--- config.mk ---
export PLATFORM = sky130hd
export DESIGN_NAME = race_sequencer
export DESIGN_NICKNAME = d
export VERILOG_FILES = /design/src/rtl/race_sequencer.sv
export SDC_FILE = /design/constraint.sdc
export NUM_CORES = 1
export LEC_CHECK = 0
export BUFFER_PORTS_ARGS = -buffer_cell sky130_fd_sc_hd__buf_4
export CORE_ASPECT_RATIO = 0.6
export CORE_MARGIN = 1
export CORE_UTILIZATION = 66
export CTS_BUF_LIST = sky130_fd_sc_hd__clkbuf_8
export DETAILED_ROUTE_END_ITERATION = 10
export PLACE_DENSITY = 0.93
export SLEW_MARGIN = 20
export SYNTH_ARGS = -nofsm -noshare
export SYNTH_HDL_FRONTEND = slang
export SYNTH_SLANG_ARGS = --single-unit
--- constraint.sdc ---
create_clock -name clk -period 5.1 [get_ports clk]
set_input_delay 1.02 -clock clk [delete_from_list [all_inputs] [get_ports clk]]
set_output_delay 1.02 -clock clk [all_outputs]
set_load 0.01 [all_outputs]
--- src/rtl/race_sequencer.sv ---
// Supervisory FSM for a line-follower run: arm on start, soft-start the PWM duty,
// count debounced finish-line laps, stop at the circuit's lap target, fault-stop on line loss.
`timescale 1ns/1ps
module race_sequencer #(
    parameter int DEBOUNCE_CYC = 1000,
    parameter int HOLDOFF_CYC  = 50000,
    parameter int RAMP_DIV     = 25000,
    parameter int LOST_CYC     = 500000,
    parameter int CNT_W        = 20
) (
    input  logic        clk,
    input  logic        reset,
    input  logic        senzor_1,
    input  logic        senzor_2,
    input  logic        senzor_3,
    input  logic        senzor_4,
    input  logic        senzor_5,
    input  logic [1:0]  circuit,
    input  logic        start,
    output logic        run_en,
    output logic        brake,
    output logic [11:0] duty_cmd,
    output logic [7:0]  lap_count,
    output logic        lap_pulse,
    output logic [2:0]  state_dbg
);

    typedef enum logic [2:0] {
        ST_IDLE     = 3'd0,
        ST_RAMP     = 3'd1,
        ST_RUN      = 3'd2,
        ST_FINISHED = 3'd3,
        ST_FAULT    = 3'd4
    } state_t;

    localparam logic [CNT_W-1:0] DEB_LAST  = CNT_W'(DEBOUNCE_CYC - 1);
    localparam logic [CNT_W-1:0] HOLD_LAST = CNT_W'(HOLDOFF_CYC - 1);
    localparam logic [CNT_W-1:0] RAMP_LAST = CNT_W'(RAMP_DIV - 1);
    localparam logic [CNT_W-1:0] LOST_LAST = CNT_W'(LOST_CYC - 1);

    state_t           r_state;
    logic             r_start_q;
    logic [CNT_W-1:0] r_timer;
    logic [CNT_W-1:0] r_lost_cnt;
    logic [3:0]       r_ramp_d;
    logic             r_hold;
    logic             r_run_en;
    logic             r_brake;
    logic [11:0]      r_duty_cmd;
    logic [7:0]       r_lap_count;
    logic             r_lap_pulse;

    logic             w_finish;
    logic             w_lost;
    logic             w_start_edge;
    logic [7:0]       w_lap_inc;
    logic             w_target_hit;
    logic             w_lap_evt;
    logic             w_holdoff_done;
    logic             w_lost_done;
    logic             w_ramp_step;
    logic [3:0]       w_ramp_next;

    // Sensor pattern decode and start edge detect
    always_comb begin
        w_finish     = senzor_1 & senzor_2 & senzor_4 & senzor_5;
        w_lost       = ~(senzor_1 | senzor_2 | senzor_3 | senzor_4 | senzor_5);
        w_start_edge = start & ~r_start_q;
    end

    // Saturating lap increment
    always_comb begin
        if (r_lap_count == 8'd255) begin
            w_lap_inc = 8'd255;
        end else begin
            w_lap_inc = r_lap_count + 8'd1;
        end
    end

    // Target uses the post-increment count so the stop lands on the counting cycle
    always_comb begin
        case (circuit)
            2'b01:   w_target_hit = (w_lap_inc == 8'd1);
            2'b10:   w_target_hit = (w_lap_inc == 8'd10);
            default: w_target_hit = 1'b0;
        endcase
    end

    // Timer completion events
    always_comb begin
        w_lap_evt      = (r_state == ST_RUN) && !r_hold && w_finish && (r_timer == DEB_LAST);
        w_holdoff_done = r_hold && !w_finish && (r_timer == HOLD_LAST);
        w_lost_done    = w_lost && (r_lost_cnt == LOST_LAST);
        w_ramp_step    = (r_timer == RAMP_LAST);
        w_ramp_next    = r_ramp_d + 4'd1;
    end

    // Sequencer FSM with registered outputs
    always_ff @(posedge clk) begin
        if (reset) begin
            r_state     <= ST_IDLE;
            r_start_q   <= 1'b0;
            r_timer     <= '0;
            r_lost_cnt  <= '0;
            r_ramp_d    <= 4'd0;
            r_hold      <= 1'b0;
            r_run_en    <= 1'b0;
            r_brake     <= 1'b1;
            r_duty_cmd  <= 12'h000;
            r_lap_count <= 8'd0;
            r_lap_pulse <= 1'b0;
        end else begin
            r_start_q   <= start;
            r_lap_pulse <= 1'b0;
            if ((circuit == 2'b00) && (r_state != ST_IDLE)) begin
                r_state     <= ST_IDLE;
                r_timer     <= '0;
                r_lost_cnt  <= '0;
                r_ramp_d    <= 4'd0;
                r_hold      <= 1'b0;
                r_run_en    <= 1'b0;
                r_brake     <= 1'b1;
                r_duty_cmd  <= 12'h000;
                r_lap_count <= 8'd0;
            end else begin
                case (r_state)
                    ST_IDLE: begin
                        if (w_start_edge && (circuit != 2'b00)) begin
                            r_state     <= ST_RAMP;
                            r_lap_count <= 8'd0;
                            r_ramp_d    <= 4'd1;
                            r_timer     <= '0;
                            r_run_en    <= 1'b1;
                            r_brake     <= 1'b0;
                            r_duty_cmd  <= 12'h100;
                        end else begin
                            r_run_en   <= 1'b0;
                            r_brake    <= 1'b1;
                            r_duty_cmd <= 12'h000;
                        end
                    end
                    ST_RAMP: begin
                        if (w_ramp_step) begin
                            r_timer <= '0;
                            if (w_ramp_next == 4'd9) begin
                                r_state    <= ST_RUN;
                                r_ramp_d   <= 4'd9;
                                r_duty_cmd <= 12'h999;
                                r_hold     <= 1'b0;
                                r_lost_cnt <= '0;
                            end else begin
                                r_ramp_d   <= w_ramp_next;
                                r_duty_cmd <= {w_ramp_next, 8'h00};
                            end
                        end else begin
                            r_timer <= r_timer + 1'b1;
                        end
                    end
                    ST_RUN: begin
                        if (w_lap_evt) begin
                            r_lap_count <= w_lap_inc;
                            r_lap_pulse <= 1'b1;
                            r_hold      <= 1'b1;
                            r_timer     <= '0;
                            r_lost_cnt  <= '0;
                            if (w_target_hit) begin
                                r_state    <= ST_FINISHED;
                                r_run_en   <= 1'b0;
                                r_brake    <= 1'b1;
                                r_duty_cmd <= 12'h000;
                            end
                        end else if (w_lost_done) begin
                            r_state    <= ST_FAULT;
                            r_timer    <= '0;
                            r_lost_cnt <= '0;
                            r_hold     <= 1'b0;
                            r_run_en   <= 1'b0;
                            r_brake    <= 1'b1;
                            r_duty_cmd <= 12'h000;
                        end else begin
                            r_lost_cnt <= w_lost ? (r_lost_cnt + 1'b1) : '0;
                            if (!r_hold) begin
                                r_timer <= w_finish ? (r_timer + 1'b1) : '0;
                            end else if (w_holdoff_done) begin
                                r_hold  <= 1'b0;
                                r_timer <= '0;
                            end else begin
                                r_timer <= w_finish ? '0 : (r_timer + 1'b1);
                            end
                        end
                    end
                    ST_FINISHED, ST_FAULT: begin
                        if (w_start_edge) begin
                            r_state <= ST_IDLE;
                        end
                        r_timer    <= '0;
                        r_lost_cnt <= '0;
                        r_run_en   <= 1'b0;
                        r_brake    <= 1'b1;
                        r_duty_cmd <= 12'h000;
                    end
                    default: begin
                        r_state    <= ST_IDLE;
                        r_timer    <= '0;
                        r_lost_cnt <= '0;
                        r_hold     <= 1'b0;
                        r_run_en   <= 1'b0;
                        r_brake    <= 1'b1;
                        r_duty_cmd <= 12'h000;
                    end
                endcase
            end
        end
    end

    assign run_en    = r_run_en;
    assign brake     = r_brake;
    assign duty_cmd  = r_duty_cmd;
    assign lap_count = r_lap_count;
    assign lap_pulse = r_lap_pulse;
    assign state_dbg = r_state;

endmodule

==> metrics.md, run 1 <==
| Metric | Value |
|---|---|
| Core box area | `0.005230 sq mm` |
| Psw | `0.0006537 W` |
| Vias/cell | `6.943` |
| Period utilisation layout | `68.08%` |
| Most frequent cells in the layout | `dfxtp_1, nor2_1, nand2_1, a21oi_1, buf_4` |
| Largest family of logic cells by synthesized area | `simple AND/OR/NAND/NOR gates` |
| Critical-path cell list | `or3b_1 > nor4_1 > or3b_1 > o211ai_1 > nand3_1 > o2111ai_1 > o31ai_1` |
| Crit path kind | `reg -> reg` |
| Drt wl/cell | `18.20 um` |
| Leakage dissipation | `1.436 nW` |
| Hold buffer count at cts | `0` |
| GR Util met2 | `52.41%` |
| Boundary Pins | `36` |
| Critical Path Start Type | `register` |
| Fmax achieved | `288.0 MHz` |
| Commonest register cell after synthesis | `dfxtp_1` |
| Internal power | `0.0009659 W` |
| Std cell rows | `20` |
| Sw frac | `40.36%` |
| Combinational Power Share | `34.1%` |
| Proportion of synthesized area in mux cells | `0.2706%` |
| Buf+Inv Stages, Crit Path | `0` |
| CP Capture Type | `register` |
| Placement Cell Area | `0.003876 sq mm` |
| Flop pwr share | `35.4%` |
| Gp weighted congestion | `0.9056` |
| Post-synth ARST share | `0%` |
| Met3 Usage GRT | `10.18%` |
| Clk buf depth | `2` |
| Post-Syn Area per Cell | `7.786 sq um` |
| Final WL | `10,230 um` |
| Final #Nets | `508` |
| DRT Pass-1 Iters | `7` |
| Worst min path class | `reg -> reg` |
| Crit path max-delay family | `simple AND/OR/NAND/NOR gates` |
| Setup Fix Bufs, Post-CTS | `0` |
| Final antenna-violating net count | `0` |
| Total negative slack | `0 ns` |
| Total GRT Usage | `35.91%` |
| Design area | `0.004101 sq mm` |
| Synth area leaders | `dfxtp_1, a21oi_1, nor2_1, nand2_1, nand3_1` |
| Post-synthesis sequential area ratio | `35.18%` |
| Yosys top cell by area | `dfxtp_1` |
| Max Cap Viol | `0` |
| H-Tree Level Count | `3` |
| CTS-repair resized insts | `0` |
| Initial antenna violation count | `0` |
| IO Port Bufs | `31` |
| Final setup viols | `0` |
| Synth Area in Adders | `2.368%` |
| Post-Synthesis Cell Area | `0.003699 sq mm` |
| Clock skew | `0.01066 ns` |
| Pwr per Cell Area | `394.9 mW/mm^2` |
| WHS | `0.4673 ns` |
| Die Y | `59.99 um` |
| Complex-gate fraction of the synthesized area | `25.03%` |
| Post-Synth Simple-Gate Area | `30.04%` |
| Die area | `0.005917 sq mm` |
| Warnings from Yosys | `0` |
| Clock Sinks | `65` |
| Most common cell after layout, fill and taps aside | `dfxtp_1` |
| CP max stage delay | `0.58 ns` |
| Latest clock arrival within the worst-skew pair | `0.36 ns` |
| Crit path max fanout | `12` |
| Worst EP arrival | `3.69 ns` |
| RSZ-0062 raised after global routing | `false` |
| VDD IR max | `0.2644 mV` |
| Total power | `0.001620 W` |
| Area growth, synth to finish | `10.89%` |
| # DRC | `0` |
| CTS Buf Count | `9` |
| Pin count of the biggest net entering global routing | `42` |
| First-pass GRT wire length | `16,170 um` |
| Synth Area in XOR/XNOR | `1.658%` |
| Initial DRC Count | `546` |
| Met1 Resource Use GR | `49.06%` |
| GR Overflow Total | `0` |
| Slowest-stage cell, CP | `or3b_1` |
| Synth unique cells | `60` |
| Final setup margin | `1.628 ns` |
| Root buffer cell | `clkbuf_8` |
| Inserted Diodes | `0` |
| Place WS | `1.643 ns` |
| Yosys top cell area share | `35.18%` |
| Status | `finished, final reports clean` |
| Post-synth EDFFs | `0` |
| Slew @ Worst Pin | `0.9171 ns` |
| Die width | `98.64 um` |
| Final Slew Violations | `0` |
| CTS tree | `done` |
| Via Count | `3,902` |
| Synth Instances | `475` |
| Global route hottest layer | `met2` |
| Clock power frac | `30.5%` |
| Vias in the first global route | `3,361` |
| Clock transition at path regs | `0.08 ns` |
| Seq cells post-synth | `65` |
| CP most frequent cell | `or3b_1` |
| Hold Vio Cnt, Final | `0` |
| Ratio of cells with drive above 1 in the final layout | `11.69%` |
| Worst Path Required | `5.32 ns` |
| Placed wire-length estimate | `6888 um` |
| Relative slew slack | `38.45%` |
| Post-route minimum period | `3.472 ns` |
| Initial core utilization | `70.72%` |
## per-layer routing
metal	vias up	share of wire, %	wire length, um
met4	0	2.6	261
met1	1759	42	4267
li1	1802	-	-
met2	297	41	4238
met5	-	0	0
met3	44	14	1458
## logic make-up (layout without fill, tap and decap cells)
kind of cell | after synthesis | in the layout
simple gates | 213 | 213
compound gates | 142 | 142
flops | 65 | 65
buf+inv | 39 | 57
fa+ha+maj | 7 | 7
xor+xnor | 7 | 7
other cells | 1 | 4
mux | 1 | 1
## state kept, by name (all words and copies together), names as in the netlist
signal / cells
r_timer: 20
lap_pulse: 1
run_en: 1
r_hold: 1
state_dbg: 3
r_lost_cnt: 20
lap_count: 8
r_ramp_d: 4
r_start_q: 1
duty_cmd: 5
brake: 1
## cell usage after synthesis (all sizes together) (6+ instances only)
cell type and number:
a21oi 40, a31oi 17, and3 8, buf 15
clkbuf 17, dfxtp 65, ha 7, inv 7
nand2 44, nand3 31, nand4 10, nor2 48
nor3 19, o2111ai 6, o21ai 33, o31ai 10
## power by group through the flow
stage               registers (W)  logic (W)  clock network (W)
detailed placement       0.000582   0.000515                  0
CTS                      0.000571   0.000520           0.000492
global placement         0.000579   0.000495                  0
finish                   0.000574   0.000553           0.000493
floorplan                0.000566   0.000393                  0
global route             0.000576   0.000585           0.000516
## metrics by stage
step	util (%)	instances
floorplan	-	478
CTS	78.33	562
global route	78.42	562
finish	78.42	562
detailed placement	74.11	546
global placement	74.11	546
## worst paths after layout
path                                    from           to  slack [ns]  depth (start not counted)
worst min register to register   duty_cmd[8]  duty_cmd[8]        0.47                          2
worst max register to register  state_dbg[1]   r_timer[3]        1.63                          7
worst min-delay path             duty_cmd[8]  duty_cmd[8]        0.47                          2
worst max-delay path            state_dbg[1]   r_timer[3]        1.63                          7
## cell type report
cell class                 count  area, sq um
multi-input combinational    374         2216
sequential                    65         1301
fill                         366         1129
timing repair buffer          34        255.2
clock buffer                  10        137.6
clock inverter                 6        82.58
tap                           66        82.58
inverter                       7        26.28
## worst reg2reg max path, cell delays in order, from the launching register on
cell and delay [ns]:
dfxtp_1 0.54, or3b_1 0.58, nor4_1 0.42, or3b_1 0.55, o211ai_1 0.27, nand3_1 0.47
o2111ai_1 0.37, o31ai_1 0.13
No activity file was read; power rests on OpenSTA's default activity.
==> run 2, diff against run 1 <==
- CORE_UTILIZATION: 66 -> 61
- PLACE_DENSITY: 0.93 -> 0.87
- clock period: 5.1 -> 3.6 ns (I/O delays scaled with it)
==> run 2 against run 1 <==
  * Register-to-register slack worse by 1.2 ns
  * Global-route usage decreased by 3.7 points
  * Final cell count up 3.0%
  * Non-clock buffer count rose by 4
  * Worst setup slack got worse by 1.2 ns
  * Final area barely moved
  * Worst hold slack got worse by 0.011 ns
  * Critical path depth unchanged
  * Clock skew fell by 0.0025 ns
  * Clock-buffer cell count grew 2
  * Sequential power up 40%
  * Critical endpoint is now state_dbg[1]
  * Clock power rose by 16%
==> metrics.md, run 2 (synthesis results as in run 1) <==
| Metric | Value |
|---|---|
| Worst EP arrival | `3.45 ns (-0.24 ns)` |
| CP max stage delay | `0.56 ns (-0.02 ns)` |
| Met2 WL post-DR | `3916 um (-7.6%)` |
| Most frequent cells in the layout | `dfxtp_1, nor2_1, nand2_1, a21oi_1, buf_4` |
| Die width | `102.5 um (+3.9%)` |
| Most common cell after layout, fill and taps aside | `dfxtp_1` |
| Die area | `0.006389 sq mm (+8.0%)` |
| CTS Buf Count | `9 (unchanged)` |
| CTS tree | `done` |
| Slew @ Worst Pin | `0.6807 ns (-0.2363 ns)` |
| Clock Sinks | `65 (unchanged)` |
| Design area | `0.004104 sq mm (about the same)` |
| Area growth, synth to finish | `10.96% (about the same)` |
| Crit path max fanout | `11 (-1)` |
| Post-Layout Cell Count | `579 (+3.0%)` |
| # fillers | `467 (+28%)` |
| Die Y | `62.32 um (+3.9%)` |
| Drt wl/cell | `16.60 um (-8.8%)` |
| Leakage dissipation | `1.435 nW (about the same)` |
| Status | `finished, final reports clean` |
| Max Cap Viol | `0 (unchanged)` |
| Fmax achieved | `311.0 MHz (+8.0%)` |
| Hold path startpoint | `duty_cmd[11]` |
| IO Port Bufs | `31 (unchanged)` |
| Clock transition at path regs | `0.07 ns (about the same)` |
| Initial core utilization | `64.87% (-5.9 points)` |
| CP most frequent cell | `or3b_1` |
| Setup Fix Bufs, Post-CTS | `0 (unchanged)` |
| Worst r2r src | `state_dbg[1]` |
| Multi-input gate area | `0.002211 sq mm (-0.23%)` |
| CTS-repair resized insts | `0 (unchanged)` |
| VDD IR max | `0.3722 mV (+41%)` |
| Core Util, Final | `71.98% (-6.4 points)` |
| Worst min path class | `reg -> reg` |
| Clk buf depth | `2 (unchanged)` |
| Total GRT Usage | `32.17% (-3.7 points)` |
| Vias/cell | `6.634 (-4.5%)` |
| Pwr per Cell Area | `526.9 mW/mm^2 (+33%)` |
| Final #Nets | `512 (+0.79%)` |
| CP Capture Type | `register` |
| CP Depth | `7 (unchanged)` |
| Relative slew slack | `54.45% (+16 points)` |
| Worst hold path depth | `2 (unchanged)` |
| Inst Count DP | `564 (+3.3%)` |
| Wl on met1 | `4321 um (+1.3%)` |
| Worst R2R Setup Slack | `0.38 ns (-1.24 ns)` |
| Worst Path Required | `3.83 ns (-1.49 ns)` |
| Hold buffer count at cts | `0 (unchanged)` |
| Final antenna-violating net count | `0 (unchanged)` |
| Hold Vio Cnt, Final | `0 (unchanged)` |
| Gp weighted congestion | `0.9144 (+0.97%)` |
| FF/Latch Area | `0.001301 sq mm (unchanged)` |
| Via Count | `3,841 (-1.6%)` |
| Min-Delay Endpoint | `duty_cmd[11]` |
| DRT Pass-1 Iters | `7 (unchanged)` |
| Core box area | `0.005702 sq mm (+9.0%)` |
| Final WL | `9609 um (-6.0%)` |
| # DRC | `0 (unchanged)` |
| Pin count of the biggest net entering global routing | `42 (unchanged)` |
| Crit. Startpoint | `state_dbg[1]` |
| Ratio of cells with drive above 1 in the final layout | `12.22% (+0.53 points)` |
| Final setup viols | `0 (unchanged)` |
| Wire length on met3 | `1242 um (-15%)` |
| Placement Cell Area | `0.003924 sq mm (+1.2%)` |
| Final Slew Violations | `0 (unchanged)` |
| Total negative slack | `0 ns (unchanged)` |
| Worst-case reg-to-reg path depth | `7 (unchanged)` |
| Initial antenna violation count | `0 (unchanged)` |
| Top routing layer in use | `met4` |
| Critical-path cell list | `or3b_1 > nor4_1 > or3b_1 > a2111oi_4 > or2_1 > a31oi_1 > a311oi_1` |
| Post-route minimum period | `3.216 ns (-0.2564 ns)` |
| Clock skew | `0.008167 ns (-0.002488 ns)` |
| RSZ-0062 raised after global routing | `false` |
| Crit path kind | `reg -> reg` |
| Root buffer cell | `clkbuf_8` |
| Inserted Diodes | `0 (unchanged)` |
| Boundary Pins | `36 (unchanged)` |
| Initial DRC Count | `540 (-1.1%)` |
| Period utilisation layout | `89.33% (+21 points)` |
| Slowest-stage cell, CP | `or3b_1` |
| Vias in the first global route | `3,318 (-1.3%)` |
| Latest clock arrival within the worst-skew pair | `0.34 ns (-0.02 ns)` |
| Crit path max-delay family | `simple AND/OR/NAND/NOR gates` |
| Placed wire-length estimate | `6949 um (+0.88%)` |
| WHS | `0.4567 ns (-0.01060 ns)` |
| Critical Path Start Type | `register` |
| Std cell rows | `21 (+5.0%)` |
| Worst flop-to-flop path endpoint | `state_dbg[1]` |
| H-Tree Level Count | `3 (unchanged)` |
| GR Overflow Total | `0 (unchanged)` |
| First-pass GRT wire length | `15,950 um (-1.4%)` |
| Buf+Inv Stages, Crit Path | `0 (unchanged)` |
[run 2: metal layers]
| layer | GRT usage (%) | vias up |
|---|---|---|
| li1 | - | 1812 |
| met2 | 42.83 | 245 |
| met5 | 0 | - |
| met4 | 11.79 | 0 |
| met3 | 9.685 | 25 |
| met1 | 47.92 | 1759 |
[run 2: worst reg2reg max path, cell delays in order (launching register included)]
cell and delay, ns:
dfxtp_1 0.49, or3b_1 0.55, nor4_1 0.37, or3b_1 0.56, a2111oi_4 0.42, or2_1 0.30
a31oi_1 0.11, a311oi_1 0.31
[run 2: how the worst max path moves through the flow]
| stage | end |
|---|---|
| after global placement | state_dbg[1] |
| after CTS | r_timer[10] |
| final | state_dbg[1] |
| after global routing | r_timer[10] |
| after floorplan | state_dbg[2] |
| after detailed placement | r_timer[10] |
[run 2: metrics by stage]
| step | total power, W | setup slack (ns) |
|---|---|---|
| 2_1_floorplan | 0.001360 | 1.009 |
| 3_3_place_gp | 0.001557 | 0.5700 |
| 3_5_place_dp | 0.001574 | 0.4577 |
| 4_1_cts | 0.002144 | 0.4483 |
| 5_1_grt | 0.002282 | 0.2018 |
| 6_report | 0.002162 | 0.3843 |
[run 2: area by class of cell]
class / instances / area share [%]
Sequential cell: 65 / 31.71
Clock buffer: 12 / 4.024
Clock inverter: 3 / 0.3659
Tap cell: 80 / 2.439
Inverter: 7 / 0.6402
Multi-Input combinational cell: 374 / 53.87
Timing Repair Buffer: 38 / 6.951
[run 2: where the power goes]
group | switching, W | internal (W) | leakage (nW)
Clock | 0.000273 | 0.000299 | 0.0980
Combinational | 0.000553 | 0.000232 | 0.813
Sequential | 0.0000514 | 0.000754 | 0.525
Total | 0.000877 | 0.00129 | 1.44
